--- config.mk ---
export PLATFORM = sky130hd
export DESIGN_NAME = bnn_act_packer
export DESIGN_NICKNAME = d
export VERILOG_FILES = /design/src/rtl/bnn_act_packer.sv
export SDC_FILE = /design/constraint.sdc
export NUM_CORES = 1
export LEC_CHECK = 0
export CORE_MARGIN = 5
export CORE_UTILIZATION = 50
export CTS_BUF_LIST = sky130_fd_sc_hd__clkbuf_8
export CTS_CLUSTER_DIAMETER = 30
export DETAILED_ROUTE_END_ITERATION = 16
export PLACE_DENSITY = 0.8
export SLEW_MARGIN = 30
export SYNTH_ARGS = -nofsm -noshare
export SYNTH_HDL_FRONTEND = slang
export SYNTH_SLANG_ARGS = --single-unit
--- constraint.sdc ---
create_clock -name clk -period 5.4 [get_ports clk]
set_clock_uncertainty 0.15 [all_clocks]
set_input_delay 1.08 -clock clk [delete_from_list [all_inputs] [get_ports clk]]
set_output_delay 1.08 -clock clk [all_outputs]
set_load 0.005 [all_outputs]
--- src/rtl/bnn_act_packer.sv ---
// Binary-NN activation packer: accumulates chunk popcounts per neuron, thresholds them and packs the bits into words.
// Optional partial-word flush is compiled in with BNN_PACK_FLUSH_EN.
module bnn_act_packer #(
  parameter int unsigned POP_W  = 8,
  parameter int unsigned SUM_W  = 16,
  parameter int unsigned PACK_W = 32
) (
  input  logic                       clk,
  input  logic                       rstn,
  input  logic                       in_valid,
  output logic                       in_ready,
  input  logic [POP_W-1:0]           in_pop,
  input  logic                       in_last,
  input  logic [SUM_W-1:0]           in_thresh,
  input  logic                       flush,
  output logic                       out_valid,
  input  logic                       out_ready,
  output logic [PACK_W-1:0]          out_data,
  output logic [$clog2(PACK_W):0]    out_count,
  output logic                       ovf
);

  localparam int unsigned IDX_W = (PACK_W > 1) ? $clog2(PACK_W) : 1;
  localparam int unsigned CNT_W = $clog2(PACK_W) + 1;

  typedef enum logic {ACCUM, EMIT} state_t;

  state_t             state_q, state_d;
  logic [SUM_W-1:0]   sum_q, sum_d;
  logic [IDX_W-1:0]   idx_q, idx_d;
  logic [PACK_W-1:0]  pack_q, pack_d;
  logic [PACK_W-1:0]  out_data_d;
  logic [CNT_W-1:0]   out_count_d;
  logic               out_valid_d;
  logic               ovf_d;

  logic [SUM_W:0]     sum_ext;
  logic [SUM_W-1:0]   total;
  logic               sat;
  logic               act_bit;
  logic               accept;
  logic               full;
  logic [PACK_W-1:0]  pack_wr;

`ifndef BNN_PACK_FLUSH_EN
  logic unused_flush;
  assign unused_flush = flush;
`endif

  assign in_ready = (state_q == ACCUM);
  assign accept   = in_valid && in_ready;

  // Saturating neuron sum and strict threshold compare
  always_comb begin
    sum_ext = {1'b0, sum_q} + (SUM_W+1)'(in_pop);
    sat     = sum_ext[SUM_W];
    total   = sat ? {SUM_W{1'b1}} : sum_ext[SUM_W-1:0];
    act_bit = (total > in_thresh);
    pack_wr = pack_q | (PACK_W'(act_bit) << idx_q);
    full    = (idx_q == IDX_W'(PACK_W - 1));
  end

  // Next-state and datapath updates
  always_comb begin
    state_d     = state_q;
    sum_d       = sum_q;
    idx_d       = idx_q;
    pack_d      = pack_q;
    out_data_d  = out_data;
    out_count_d = out_count;
    out_valid_d = out_valid;
    ovf_d       = ovf;

    case (state_q)
      ACCUM: begin
        if (accept) begin
          if (sat) ovf_d = 1'b1;
          if (!in_last) begin
            sum_d = total;
          end else begin
            sum_d = '0;
            if (full) begin
              out_data_d  = pack_wr;
              out_count_d = CNT_W'(PACK_W);
              out_valid_d = 1'b1;
              state_d     = EMIT;
              pack_d      = '0;
              idx_d       = '0;
            end else begin
              pack_d = pack_wr;
              idx_d  = idx_q + IDX_W'(1);
            end
          end
        end
`ifdef BNN_PACK_FLUSH_EN
        // Flush sees the bit written this cycle; the running neuron sum is kept
        if (flush && (state_d == ACCUM) && (idx_d != '0)) begin
          out_data_d  = pack_d;
          out_count_d = CNT_W'(idx_d);
          out_valid_d = 1'b1;
          state_d     = EMIT;
          pack_d      = '0;
          idx_d       = '0;
        end
`endif
      end
      EMIT: begin
        if (out_ready) begin
          out_valid_d = 1'b0;
          state_d     = ACCUM;
        end
      end
      default: state_d = ACCUM;
    endcase
  end

  always_ff @(posedge clk) begin
    if (!rstn) begin
      state_q   <= ACCUM;
      sum_q     <= '0;
      idx_q     <= '0;
      pack_q    <= '0;
      out_data  <= '0;
      out_count <= '0;
      out_valid <= 1'b0;
      ovf       <= 1'b0;
    end else begin
      state_q   <= state_d;
      sum_q     <= sum_d;
      idx_q     <= idx_d;
      pack_q    <= pack_d;
      out_data  <= out_data_d;
      out_count <= out_count_d;
      out_valid <= out_valid_d;
      ovf       <= ovf_d;
    end
  end

endmodule

# Word level (Yosys, flattened, before mapping)
# Cells that the tools add are included.
# classes
bitwise	2
magnitude_cmp	1
shift	1
eq_ne	5
n_reduce_logical	6
add_sub_neg	2
mux	14
# op_table
operator	count
$mux 16	2
$mux 32	1
$or 32x32->32	1
$shl 1x5->32	1
$add 16x8->17	1
$gt 16x16->1	1
$mux 1	8
$reduce_and 4->1	2
$ne 2x1->1 const B	3
$reduce_and 3->1	2
$add 5x1->5 const B	1
$eq 5x5->1 const B	1
$mux 5	1
$pmux 1 s2	2
$ne 2x2->1 const B	1
$reduce_and 2->1	1
$logic_and 1x1->1	1
$not 1->1	1
# totals
regBits	89
wordCells	39

# Logic depth before layout (Yosys ltp)
# Gate-level depths: netlist (run 1).
# depth
ltp_word	6
ltp_mapped	16

# Least setup slack after synthesis (run 1)
# Ideal clock, no wire load.
# synth_timing
path_type	input to register
startpoint	input port in_pop[0]
endpoint	register out_data[13]
stages	15
setup_ps	89
path_slack_ps	837
arrival_ps	4325
required_time_ps	5161
cell_sequence	ha_1 > fa_1 > a211oi_2 > o21bai_2 > o21ai_1 > nor2_1 > mux2_2 > ha_1 > nand4_2 > or3_1 > a21o_1 > nand3_2 > nand2_2 > buf_6 > o31ai_1
# synth_between
elab_chain_len	5
# synth_rtl
item	line	source
start, declared	12	input logic [POP_W-1:0] in_pop,
$add 16x8->17	55	sum_ext = {1'b0, sum_q} + (SUM_W+1)'(in_pop);
$mux 16	57	total = sat ? {SUM_W{1'b1}} : sum_ext[SUM_W-1:0];
$gt 16x16->1	58	act_bit = (total > in_thresh);
$shl 1x5->32	59	pack_wr = pack_q | (PACK_W'(act_bit) << idx_q);
$or 32x32->32	59	
end signal, assigned	132	out_data <= out_data_d;
end, declared	18	output logic [PACK_W-1:0] out_data,
# Every way passes these cells.
# A chain may end at the register's enable or synchronous reset.

# Final worst setup path (run 1)
# layout_timing
startpoint	input port in_pop[3]
endpoint	register out_data[13]
# Same word-level chain as after synthesis.

==> results of run 1 <==
[registers in the layout, indices dropped and copies added (netlist names)]
| name | cells |
|---|---|
| out_data | 32 |
| pack_q | 32 |
| sum_q | 16 |
| idx_q | 5 |
| out_count | 1 |
| out_valid | 1 |
| ovf | 1 |
| state_q | 1 |
[where the power goes]
group / internal [mW] / total (mW) / switching [mW]
clock: 0.261 / 0.497 / 0.237
sequential: 0.660 / 0.665 / 0.00462
combinational: 0.0557 / 0.128 / 0.0721
total: 0.976 / 1.29 / 0.313
[per-layer routing]
metal / track usage / up-vias / wire length [um]
li1: - / 2035 / -
met1: 0.244 / 1924 / 4570
met2: 0.334 / 168 / 5310
met3: 0.0567 / 27 / 749
met4: 0.0767 / 0 / 291
met5: 0 / - / 0
[worst paths after layout]
path              slack, ps                        end  depth (start not counted)               startpoint
setup / recovery        400  out_data[13]$_SDFFE_PN0P_                         15                in_pop[3]
hold / removal          310    pack_q[17]$_SDFFE_PN0P_                          2  pack_q[17]$_SDFFE_PN0P_
setup reg to reg       1240  out_data[13]$_SDFFE_PN0P_                         14    sum_q[3]$_SDFFE_PN0P_
hold reg to reg         310    pack_q[17]$_SDFFE_PN0P_                          2  pack_q[17]$_SDFFE_PN0P_
[cells by family after synthesis]
kind of cell             count (synthesis)  share of synthesized area
AND/OR/NAND/NOR                        192                      0.210
AO/OA/AOI/OAI                          164                      0.235
flip-flops                              89                      0.396
buffers and inverters                   52                     0.0545
adder cells (fa/ha/maj)                 27                     0.0768
XOR/XNOR                                10                     0.0195
multiplexers                             3                    0.00724
other                                    1                   0.000834
[through the flow]
step	std cells	util	total power, mW
floorplan	542	-	0.767
global placement	690	0.592	0.801
detailed placement	690	0.592	0.806
CTS	705	0.616	1.30
global route	705	0.616	1.35
finish	705	0.616	1.29
[critical path, cell delays in order]
cell and delay, ps:
clkdlybuf4s50_1 410, ha_1 370, a21o_1 220, a21oi_1 270
a21oi_1 170, nor2_1 360, nor3_1 90, mux2_2 280
ha_1 310, nand4_2 140, or3_1 410, a21o_1 170
nand3_2 250, nand2_2 260, o31ai_1 320
[cell usage in the layout, fill, tap and decap left out, drive strengths merged, types with 5 or more instances in the layout]
cell type	instances
dfxtp	89
nand2	85
clkdlybuf4s50	64
o21ai	56
nor2	36
a22oi	35
a21oi	28
ha	26
inv	21
o31ai	20
nand3	19
nand4	11
clkbuf	9
nor3	8
buf	8
xor2	6
nor2b	6
nor4	6
conb	5
a21o	5
[area by class of cell]
| type | instances | area, sq um | share of cell area |
|---|---|---|---|
| clock inverters | 6 | 90.1 | 0.0167 |
| flip-flops and latches | 89 | 1780 | 0.330 |
| clock buffers | 9 | 124 | 0.0229 |
| repair buffers | 72 | 701 | 0.130 |
| inverters | 20 | 75.1 | 0.0139 |
| multi-input cells | 401 | 2490 | 0.462 |
| well taps | 108 | 135 | 0.0250 |
==> results.cfg, run 1 <==
[timing]
hold_ws_ps = 306
worst_pin_slew_ps = 659
setup_tns_ps = 0
clock.fmax_mhz = 200
post-route-min-period_ps = 5000
rsz0062_at_grt = no
maxSlewHeadroom = 0.561
finalSetupViolations = 0
finalHoldViolations = 0
period_share = 0.926
layout_setup_ws_ps = 401
finalMaxSlewViolations = 0

[final_layout]
final_area_sq_um = 5400
synthToLayoutAreaGrowth_pct = 20.1
num-nets-final = 650
drive_above_1_share = 0.0771
num_antenna_cells = 0
fillers = 749

[clocking]
path_clk_slew_ps = 90
cts_sinks = 89
clock-root-buffer = clkbuf_8
ctsResizeCount = 0
clock_latency_ps = 350
htreeDepth = 3
cts_buffers = 9
cts_buffer_depth = 2
post_cts_buffers = 0
cts_tree = done
ctsHoldBuffers = 0

[flow_run]
cap_violations = 0

[yosys]
avgSynthCellArea_sq_um = 8.36
synth_area_leader_cell = dfxtp_1
synth_top_area_share = 0.396
synth_edf_count = 0
synth_cells = 538
synth_area_leaders = dfxtp_1, ha_1, nand2_1, o21ai_0, a22oi_1
synthesis.area_sq_um = 4500
async_reset_ff_frac = 0
synthMostInstantiatedCell = dfxtp_1
yosys-top-cells-count = dfxtp_1, nand2_1, o21ai_0
seq_area_frac_synth = 0.396
ys_dominant_reg_cell = dfxtp_1
synth-seq-cells = 89
ys_types = 60
ys_warn_count = 0

[power]
ir_worst_vdd_uv = 138
p_per_area_nw_per_um2 = 239
p_leak_nw = 2.04

[drt]
wl_per_cell_um = 15.5
drc = 0
drt_pre_antenna_iters = 6
vias_per_cell = 5.89
drtIter0Drc = 244
vias = 4154
wirelength_um = 10900
drtAntennaViolNets = 0

[placed_design]
dp_worst_setup_slack_ps = 38.8
placed_area_sq_um = 5180
io_buffer_count = 64
gp_congestion = 0.879
dpl.hpwl_um = 7870

[worst_setup_path]
worst-endpoint-required_ps = 5510
critPathLaunchType = input port
worstPathMaxFanout = 16
crit_arrival_ps = 5110
setup.worst_path.end_class = flop
criticalPathCategory = in -> reg

[status]
outcome = finished clean

[floorplanning]
fp.dieH_um = 105
core_area_sq_um = 8760
initial_utilization = 0.513
die_width_um = 105
std_cell_rows = 34
ios = 71
die_area_sq_um = 11000

[grt]
grt_usage = 0.200
antenna_found_initial = 0
grt_pass1_wl_um = 18600
grt_pass1_vias = 4044
grt_max_degree = 70
grt-ovfl-total = 0

[worst_hold_path]
worstHoldPathType = reg -> reg
(Power assumes the default switching activity.)
==> run 2, diff against run 1 <==
--- a/config.mk
+++ b/config.mk
@@ -5,6 +5,7 @@
 export SDC_FILE = /design/constraint.sdc
 export NUM_CORES = 1
 export LEC_CHECK = 0
+export CAP_MARGIN = 20
 export CORE_MARGIN = 5
 export CORE_UTILIZATION = 50
 export CTS_BUF_LIST = sky130_fd_sc_hd__clkbuf_8
==> results of run 2 <==
Final layout, timing and power as in run 1 (identical DEF).
